==> src/rtl/uart_pkg.sv <==
// uart_pkg -- definitions shared by the UART receiver and transmitter.
//   DATA_BITS            : payload bits per frame
//   CLKS_PER_BIT_DEFAULT : default bit period in clock cycles
//   CNT_W                : width of the bit-period counter (covers 1..65535)
//   uart_state_e         : receiver FSM state encoding
package uart_pkg;

  localparam int DATA_BITS            = 8;
  localparam int CLKS_PER_BIT_DEFAULT = 1;
  localparam int CNT_W                = 16;
  localparam int IDX_W                = $clog2(DATA_BITS);

  typedef enum logic [1:0] {
    ST_IDLE  = 2'd0,
    ST_START = 2'd1,
    ST_DATA  = 2'd2,
    ST_STOP  = 2'd3
  } uart_state_e;

endpackage

==> src/rtl/uart_sync2.sv <==
// uart_sync2 -- two-flop synchronizer for an asynchronous level input.
//   clk   : sampling clock
//   reset : synchronous active-high reset, flops go to 1 (idle line level)
//   d_i   : asynchronous input
//   q_o   : synchronized output, two cycles of latency
module uart_sync2 (
  input  logic clk,
  input  logic reset,
  input  logic d_i,
  output logic q_o
);

  logic [1:0] ff_q;

  always_ff @(posedge clk) begin
    if (reset) ff_q <= 2'b11;
    else       ff_q <= {ff_q[0], d_i};
  end

  assign q_o = ff_q[1];

endmodule

==> src/rtl/uart_rx.sv <==
// uart_rx -- 8N1 UART receiver with a valid/ready output handshake.
//   clk       : clock, all state on rising edge
//   reset     : synchronous active-high reset
//   rx        : serial line (idle high), asynchronous to clk
//   rx_data   : received byte, stable while rx_valid is high
//   rx_valid  : rx_data holds an unconsumed byte
//   rx_ready  : consumer accepts the byte when rx_valid && rx_ready
//   busy      : receiver is inside a frame (FSM not idle)
//   frame_err : one-cycle pulse, stop bit sampled low (byte discarded)
//   overrun   : one-cycle pulse, completed byte dropped because the
//               previous one was still unconsumed
module uart_rx
  import uart_pkg::*;
#(
  parameter int CLKS_PER_BIT = CLKS_PER_BIT_DEFAULT
) (
  input  logic                 clk,
  input  logic                 reset,
  input  logic                 rx,
  output logic [DATA_BITS-1:0] rx_data,
  output logic                 rx_valid,
  input  logic                 rx_ready,
  output logic                 busy,
  output logic                 frame_err,
  output logic                 overrun
);

  // Start-bit detection is followed by HALF cycles of wait so every
  // subsequent sample lands near the middle of its bit period.
  localparam int             HALF       = (CLKS_PER_BIT - 1) / 2;
  localparam int             HALF_M1    = (HALF > 0) ? HALF - 1 : 0;
  localparam logic [CNT_W-1:0] CNT_RELOAD = CNT_W'(CLKS_PER_BIT - 1);
  localparam logic [CNT_W-1:0] CNT_HALF   = CNT_W'(HALF_M1);
  localparam logic [IDX_W-1:0] IDX_LAST   = IDX_W'(DATA_BITS - 1);

  logic rx_s;

  uart_sync2 u_sync (
    .clk   (clk),
    .reset (reset),
    .d_i   (rx),
    .q_o   (rx_s)
  );

  uart_state_e          state_q, state_d;
  logic [CNT_W-1:0]     cnt_q, cnt_d;
  logic [IDX_W-1:0]     bit_idx_q, bit_idx_d;
  logic [DATA_BITS-1:0] shreg_q, shreg_d;
  logic [DATA_BITS-1:0] data_q, data_d;
  logic                 valid_q, valid_d;
  logic                 ferr_q, ferr_d;
  logic                 ovr_q, ovr_d;

  // Stop-bit outcome strobes, valid only in the stop-sample cycle.
  logic stop_ok, stop_bad;

  // State register
  always_ff @(posedge clk) begin
    if (reset) begin
      state_q   <= ST_IDLE;
      cnt_q     <= '0;
      bit_idx_q <= '0;
      shreg_q   <= '0;
      data_q    <= '0;
      valid_q   <= 1'b0;
      ferr_q    <= 1'b0;
      ovr_q     <= 1'b0;
    end else begin
      state_q   <= state_d;
      cnt_q     <= cnt_d;
      bit_idx_q <= bit_idx_d;
      shreg_q   <= shreg_d;
      data_q    <= data_d;
      valid_q   <= valid_d;
      ferr_q    <= ferr_d;
      ovr_q     <= ovr_d;
    end
  end

  // Next-state logic: frame sequencing, independent of rx_ready.
  always_comb begin
    state_d   = state_q;
    cnt_d     = cnt_q;
    bit_idx_d = bit_idx_q;
    shreg_d   = shreg_q;
    stop_ok   = 1'b0;
    stop_bad  = 1'b0;
    case (state_q)
      ST_IDLE: begin
        if (!rx_s) begin
          // With HALF=0 the detection cycle itself is the start-bit sample.
          if (HALF == 0) begin
            state_d   = ST_DATA;
            cnt_d     = CNT_RELOAD;
            bit_idx_d = '0;
          end else begin
            state_d   = ST_START;
            cnt_d     = CNT_HALF;
          end
        end
      end
      ST_START: begin
        if (cnt_q != '0) begin
          cnt_d = cnt_q - 1'b1;
        end else if (!rx_s) begin
          state_d   = ST_DATA;
          cnt_d     = CNT_RELOAD;
          bit_idx_d = '0;
        end else begin
          // Line went back high by mid-start-bit: treat as a glitch.
          state_d = ST_IDLE;
        end
      end
      ST_DATA: begin
        if (cnt_q != '0) begin
          cnt_d = cnt_q - 1'b1;
        end else begin
          shreg_d[bit_idx_q] = rx_s;
          cnt_d              = CNT_RELOAD;
          if (bit_idx_q == IDX_LAST) state_d = ST_STOP;
          else                       bit_idx_d = bit_idx_q + 1'b1;
        end
      end
      ST_STOP: begin
        if (cnt_q != '0) begin
          cnt_d = cnt_q - 1'b1;
        end else begin
          state_d  = ST_IDLE;
          stop_ok  = rx_s;
          stop_bad = !rx_s;
        end
      end
      default: state_d = ST_IDLE;
    endcase
  end

  // Output logic: delivery into the holding register and status pulses.
  always_comb begin
    busy    = (state_q != ST_IDLE);
    data_d  = data_q;
    valid_d = valid_q;
    ferr_d  = stop_bad;
    ovr_d   = 1'b0;
    if (valid_q && rx_ready) valid_d = 1'b0;
    if (stop_ok) begin
      // A byte being accepted this cycle frees the slot for the new one.
      if (!valid_q || rx_ready) begin
        data_d  = shreg_q;
        valid_d = 1'b1;
      end else begin
        ovr_d = 1'b1;
      end
    end
  end

  assign rx_data   = data_q;
  assign rx_valid  = valid_q;
  assign frame_err = ferr_q;
  assign overrun   = ovr_q;

endmodule

==> config.mk <==
export PLATFORM = sky130hd
export DESIGN_NAME = uart_rx
export DESIGN_NICKNAME = d
export VERILOG_FILES = /design/src/rtl/uart_pkg.sv /design/src/rtl/uart_sync2.sv /design/src/rtl/uart_rx.sv
export SDC_FILE = /design/constraint.sdc
export NUM_CORES = 1
export LEC_CHECK = 0
export ABC_AREA = 1
export CELL_PAD_IN_SITES_DETAIL_PLACEMENT = 0
export CELL_PAD_IN_SITES_GLOBAL_PLACEMENT = 1
export CORE_ASPECT_RATIO = 0.8
export CORE_UTILIZATION = 42
export CTS_CLUSTER_SIZE = 8
export DETAILED_ROUTE_END_ITERATION = 7
export GPL_TIMING_DRIVEN = 0
export PLACE_DENSITY_LB_ADDON = 0.1
export SKIP_LAST_GASP = 1
export SYNTH_ARGS = -nofsm -noshare
export SYNTH_HDL_FRONTEND = slang
export SYNTH_SLANG_ARGS = --single-unit
==> constraint.sdc <==
create_clock -name clk -period 2.2 [get_ports clk]
set_input_delay 0.22 -clock clk [delete_from_list [all_inputs] [get_ports clk]]
set_output_delay 0.22 -clock clk [all_outputs]
set_load 0.005 [all_outputs]
==> flow_summary_export.csv, run 1 <==
group,metric,value,unit
route,wl,5740,um
global_route,grt_pass1_wl,9570,um
setup_path,crit_fanout,9,
global_route,grt_max_degree,14,
sta,max_freq,527,MHz
pwr,power.static_leakage,1.17,nW
route,wl_per_cell,13.4,um
setup_path,path_buf_inv,2,
synth,syn_avg_cell_area,6.83,um^2
synth,synth.distinct_cells,29,
sta,setup_tns,0,ns
synth,ys_seq_elements,42,
sta,worst_slack,0.301,ns
sta,rsz0062_at_grt,"false",
hold_path,hold_path_class,"flop to flop",
sta,finalHoldViolations,0,
sta,fin_crit_sh,86.3,%
synth,yosysWarnings,0,
synth,synthSimpleGateAreaFrac,40.4,%
setup_path,critical_path_arrival,2.08,ns
run_status,status,"completed",
die,chipHeight,68.7,um
synth,synth.cell_area,0.00233,mm^2
synth,async_flop_share,0,%
placement,port-buffer-count,15,
clock_tree,clock-root-buffer,"clkbuf_8",
route,drc,0,
pwr,p_per_area,821,mW/mm^2
die,dieArea,0.00586,mm^2
layout,area_delta_synth_final,13.9,%
sta,setup_violations,0,
setup_path,crit_path_end_kind,"flop",
clock_tree,htree_levels,2,
route,drt-pass1-iter-count,4,
synth,synth-compound-area-share,8.20,%
synth,synth_edf_count,0,
synth,synth_flop_cell,"dfxtp_1",
sta,min_period,1.90,ns
clock_tree,clkSinkCount,42,
layout,final_layout_size_suffix_gt1_share,8.77,%
synth,ys_seq_area_share,36.0,%
route,num_vias,2121,
route,dr.first_iter.drc_count,162,
clock_tree,cts_tree,"built",
layout,layout_commonest_cell,"nand2_1",
route,ant_nets,0,
global_route,antenna_found_initial,0,
setup_path,start_kind,"flop",
global_route,first_global_vias,1829,
setup_path,critPathKind,"flop to flop",
synth,muxShareOfSynthArea,0,%
synth,netlist_instances,342,
placement,post-dp-hpwl,4290,um
pwr,peakVddDrop,275,uV
clock_tree,clock_latency,0.29,ns
setup_path,max_stage_delay,0.33,ns
route,vias_per_cell,4.97,
global_route,overflow,0,
setup_path,required,2.38,ns
synth,synthXorXnorAreaFrac,3.00,%
die,io_pins,16,
layout,layout_common_cells,"nand2_1 (69), nor2_1 (47), nand3_1 (43), inv_1 (42), dfxtp_1 (42)",
sta,worst_slew_pin_slew,0.555,ns
clock_tree,cts_buffer_depth,2,
flow_run,max-cap-violations,0,
clock_tree,cts_made_buffers,5,
global_route,gr-usage-all-layers,21.7,%
die,core-area,0.00518,mm^2
die,start_util,45.1,%
placement,place_ws,0.226,ns
layout,n_antenna_cell,0,
setup_path,cp_common_cell,"nor2_1",
clock_tree,path_clk_slew,0.08,ns
die,die_x,85.4,um
setup_path,cp_top_family,"simple AND/OR/NAND/NOR gates",
synth,synth_top_family_by_area,"simple AND/OR/NAND/NOR gates",
die,placementRows,23,
setup_path,critPathSlowestCell,"dfxtp_1",
placement,place_congestion,0.886,
synth,synth_fp_nets,350,
sta,slew_headroom,63.0,%
sta,final_max_slew_viol_count,0,
synth,synthAdderAreaFrac,2.14,%
setup_path,critical_path.cell_chain,"inv_1 -> ha_1 -> inv_1 -> nor2_1 -> nand3_1 -> nor2_1 -> nand2_1 -> nand2_2 -> nand2_2 -> a21oi_1 -> nor2_1",
sta,worst_clock_skew,0.00444,ns
layout,nets,372,
[timing repair]
action                                  CTS  global route
hold buffers                              0             0
buffers inserted                          0             0
endpoints found under the setup margin    0             3
resized for setup                         0             1
[area by class of cell]
type	count	area, um^2
plain buffers	9	70.1
clock buffers	6	82.6
clock inverters	2	12.5
fillers	553	2520
inverters	45	169
multi-input cells	246	1260
flip-flops and latches	42	841
well taps	62	77.6
repair buffers	15	150
[worst reg2reg max path, stage by stage, from the launching register on]
cell and delay [ns]:
dfxtp_1 0.33, inv_1 0.14, ha_1 0.21, inv_1 0.06, nor2_1 0.11, nand3_1 0.08, nor2_1 0.12, nand2_1 0.13
nand2_2 0.16, nand2_2 0.18, a21oi_1 0.21, nor2_1 0.05
[per-stage QoR]
step	power (mW)	area, um^2	cells	hold slack (ns)	util [%]
final	2.18	2660	427	0.414	51.4
after global routing	2.37	2660	427	0.428	51.4
after CTS	2.19	2660	427	0.416	51.3
after detailed placement	1.67	2560	419	0.397	49.5
after global placement	1.67	2560	419	0.394	49.5
after floorplan	1.50	2330	342	0.324	-
[routing by layer]
layer | GRT usage (%) | up-vias | share of wire (%)
li1 | - | 1142 | -
met1 | 35.2 | 928 | 58
met2 | 28.6 | 47 | 36
met3 | 3.57 | 4 | 5.3
met4 | 5.63 | 0 | 0.77
met5 | 0 | - | 0
[kinds of logic (layout without fill, tap and decap cells)]
kind of cell               Yosys count  in the layout
and+or+nand+nor                    197            197
buffers and inverters               54             77
DFF                                 42             42
AOI/OAI and AO/OA                   37             37
xor gates and xnor gates             8              8
adders and majority gates            4              4
[path summary, 6_finish.rpt]
check | startpoint | to | slack (ns) | cells after the start
worst max-delay path | cnt_q[0] | cnt_q[9] | 0.30 | 11
worst max register to register | cnt_q[0] | cnt_q[9] | 0.30 | 11
worst min register to register | u_sync.ff_q[0] | u_sync.ff_q[1] | 0.41 | 1
worst min-delay path | u_sync.ff_q[0] | u_sync.ff_q[1] | 0.41 | 1
[sequential cells by signal, summed over array words and instances (netlist names)]
signal	cells
overrun	1
bit_idx_q	3
shreg_q	8
rx_valid	1
u_sync.ff_q	2
state_q	2
frame_err	1
rx_data	8
cnt_q	16
[synth_stat cells (2+ instances only)]
library cell | count | area share [%]
a21oi_1 | 27 | 5.8
clkbuf_1 | 4 | 0.64
clkbuf_8 | 2 | 1.2
clkinv_1 | 2 | 0.32
dfxtp_1 | 42 | 36
ha_1 | 4 | 2.1
inv_1 | 42 | 6.8
nand2_1 | 70 | 11
nand2_2 | 3 | 0.80
nand2_4 | 3 | 1.4
nand3_1 | 43 | 9.2
nand4_1 | 14 | 3.8
nor2_1 | 47 | 7.6
nor2_2 | 2 | 0.54
nor2_4 | 7 | 3.4
nor3_1 | 3 | 0.64
o21ai_0 | 8 | 1.7
or2_2 | 2 | 0.54
xor2_1 | 7 | 2.6
[power breakdown]
group          total, mW  leakage (nW)  switching (mW)  internal (mW)
combinational      0.804         0.782           0.519          0.285
clock              0.525        0.0472           0.272          0.252
sequential         0.855         0.340          0.0549          0.800
Power figures use the tool's default switching activity.
==> run 2, diff against run 1 <==
--- a/config.mk
+++ b/config.mk
@@ -9,10 +9,12 @@
 export CELL_PAD_IN_SITES_DETAIL_PLACEMENT = 0
 export CELL_PAD_IN_SITES_GLOBAL_PLACEMENT = 1
 export CORE_ASPECT_RATIO = 0.8
+export CORE_MARGIN = 2
 export CORE_UTILIZATION = 42
 export CTS_CLUSTER_SIZE = 8
 export DETAILED_ROUTE_END_ITERATION = 7
 export GPL_TIMING_DRIVEN = 0
+export MAX_ROUTING_LAYER = met4
 export PLACE_DENSITY_LB_ADDON = 0.1
 export SKIP_LAST_GASP = 1
 export SYNTH_ARGS = -nofsm -noshare
==> constraint.sdc (replaced) <==
create_clock -name clk -period 1.85 [get_ports clk]
set_input_delay 0.185 -clock clk [delete_from_list [all_inputs] [get_ports clk]]
set_output_delay 0.185 -clock clk [all_outputs]
set_load 0.005 [all_outputs]
==> run 2 against run 1 <==
Effect of this change: die area increased by 5.3%; wire length rose by 1.1%; design area up 4.2%; first-iteration DRC count fell by 5.6%; via count is 3.8% higher; largest power group unchanged; sequential share of layout area fell by 1.3 points; combinational power up 27%; clock power increased by 68%.
==> flow_summary_export.csv, run 2 (synthesis gave the netlist of run 1 again) <==
group,metric,value,unit
route,vias_per_cell,5.07,
hold_path,hold_path_class,"flop to flop",
sta,worst_clock_skew,0.00995,ns
clock_tree,path_clk_slew,0.08,ns
sta,fin_crit_sh,95.3,%
clock_tree,clkSinkCount,42,
sta,final_max_slew_viol_count,0,
placement,place_ws,-0.152,ns
route,wl_per_cell,13.4,um
sta,max_freq,567,MHz
clock_tree,clock_latency,0.30,ns
sta,rsz0062_at_grt,"false",
layout,layout_common_cells,"nand2_1 (68), nor2_1 (44), nand3_1 (43), dfxtp_1 (42), inv_1 (41)",
setup_path,critPathKind,"flop to primary output",
die,core-area,0.00541,mm^2
layout,multi_input_area,0.00128,mm^2
pwr,swShare,36.1,%
setup_path,start_kind,"flop",
sta,worst_slack,0.0862,ns
layout,final_layout_size_suffix_gt1_share,11.4,%
pwr,internal_power,1.86,mW
pwr,combPwrFrac,34.9,%
layout,layout_commonest_cell,"nand2_1",
clock_tree,clock-root-buffer,"clkbuf_8",
clock_tree,cts_tree,"built",
placement,placed_area,0.00257,mm^2
setup_path,critical_path.cell_chain,"buf_6 -> nor2_2 -> inv_1 -> clkdlybuf4s50_1",
setup_path,crit_end,"busy",
route,dr.first_iter.drc_count,153,
setup_path,r2r_slack,0.15,ns
route,ant_nets,0,
layout,largest-register,"cnt_q",
pwr,peakVddDrop,335,uV
placement,port-buffer-count,15,
global_route,overflow,0,
pwr,power,2.92,mW
sta,min_period,1.76,ns
sta,slew_headroom,65.6,%
sta,finalHoldViolations,0,
layout,nets,376,
layout,area_delta_synth_final,18.7,%
setup_path,crit_fanout,9,
global_route,antenna_found_initial,0,
die,io_pins,16,
setup_path,cp_top_family,"buffers and inverters",
placement,placedCellCount,422,
pwr,p_per_area,1050,mW/mm^2
die,die_x,87.4,um
global_route,grt_max_degree,15,
global_route,grt_pass1_wl,9730,um
route,wl,5800,um
setup_path,max_stage_delay,0.46,ns
clock_tree,cts_buffer_depth,2,
global_route,first_global_vias,1957,
sta,worst_slew_pin_slew,0.515,ns
clock_tree,ctsHoldBuffers,0,
setup_path,setup.worst_path.start,"state_q[1]",
clock_tree,htree_levels,2,
layout,seqCellArea,841,um^2
flow_run,max-cap-violations,0,
setup_path,r2r-end,"cnt_q[3]",
route,drt-pass1-iter-count,5,
clock_tree,cts_made_buffers,5,
setup_path,critPathSlowestCell,"clkdlybuf4s50_1",
setup_path,ff2ff_path_depth,13,
layout,final_core_util,51.3,%
sta,setup_violations,0,
setup_path,path_buf_inv,3,
setup_path,reg2reg_from,"cnt_q[1]",
setup_path,crit_path_end_kind,"primary output",
run_status,status,"completed",
setup_path,critical_path_arrival,1.58,ns
pwr,switching_power,1.05,mW
global_route,gr-usage-all-layers,20.7,%
die,chipHeight,70.7,um
placement,post-dp-hpwl,4300,um
pwr,p_seq_share,34.8,%
layout,final_cells,434,
placement,place_congestion,0.873,
layout,largest_reg_flops,16,
layout,fillers,580,
die,placementRows,24,
setup_path,required,1.66,ns
pwr,power.static_leakage,1.22,nW
layout,stdcell_area,0.00277,mm^2
layout,n_antenna_cell,0,
pwr,clock_power_share,30.3,%
route,num_vias,2202,
die,start_util,43.2,%
die,dieArea,0.00618,mm^2
setup_path,crit_cells,4,
route,drc,0,
-- run 2: area by class of cell --
type / count / share of cell area (%)
Timing Repair Buffer: 19 / 6.95
Buffer: 9 / 2.53
Inverter: 45 / 6.09
Sequential cell: 42 / 30.3
Clock inverter: 3 / 2.48
Multi-Input combinational cell: 246 / 46.2
Clock buffer: 5 / 2.48
Tap cell: 65 / 2.93
-- run 2: power groups by stage --
| stage | Sequential (mW) | Combinational (mW) | Clock (mW) |
|---|---|---|---|
| floorplan | 1.02 | 0.770 | 0 |
| global placement | 1.04 | 0.948 | 0 |
| global route | 1.02 | 1.16 | 0.956 |
| finish | 1.02 | 1.02 | 0.883 |
| CTS | 1.01 | 0.960 | 0.904 |
| detailed placement | 1.03 | 0.950 | 0 |
-- run 2: worst register-to-register path: stages, from the launching register on --
cell	delay, ns
dfxtp_1	0.33
inv_1	0.10
ha_2	0.20
inv_1	0.05
nor2_1	0.11
nand3_1	0.10
nor2_2	0.12
nand2_2	0.10
nand2_4	0.12
nand2_4	0.11
nand2_1	0.09
nand2_1	0.05
nand2_1	0.05
nor2_1	0.04
-- run 2: what timing repair did --
item / CTS / global route
buffers inserted: 0 / 4
pin swaps: 0 / 1
endpoints found under the hold margin: 0 / 0
setup endpoints to repair: 13 / 29
resized for setup: 2 / 9
-- run 2: how the worst min path moves through the flow --
stage                   start        endpoint  slack [ns]  cells past startpoint
5_1_grt        u_sync.ff_q[0]  u_sync.ff_q[1]        0.43                      1
2_1_floorplan              rx  u_sync.ff_q[0]        0.29                      1
3_3_place_gp   u_sync.ff_q[0]  u_sync.ff_q[1]        0.39                      1
3_5_place_dp   u_sync.ff_q[0]  u_sync.ff_q[1]        0.40                      1
6_report       u_sync.ff_q[0]  u_sync.ff_q[1]        0.42                      1
4_1_cts        u_sync.ff_q[0]  u_sync.ff_q[1]        0.42                      1
-- run 2: metal layers --
layer	up-vias	track usage (%)	part of all wire, %
met4	0	4.79	0.38
met3	2	4.32	5.8
met1	989	33.8	58
li1	1152	-	-
met5	-	-	0
met2	59	25.0	36
-- run 2: per-stage QoR --
step / setup TNS (ns) / hold WS [ns]
after floorplan: 0 / 0.289
after CTS: -0.00793 / 0.416
after global routing: 0 / 0.431
after detailed placement: -1.32 / 0.396
final: 0 / 0.421
after global placement: -0.999 / 0.393
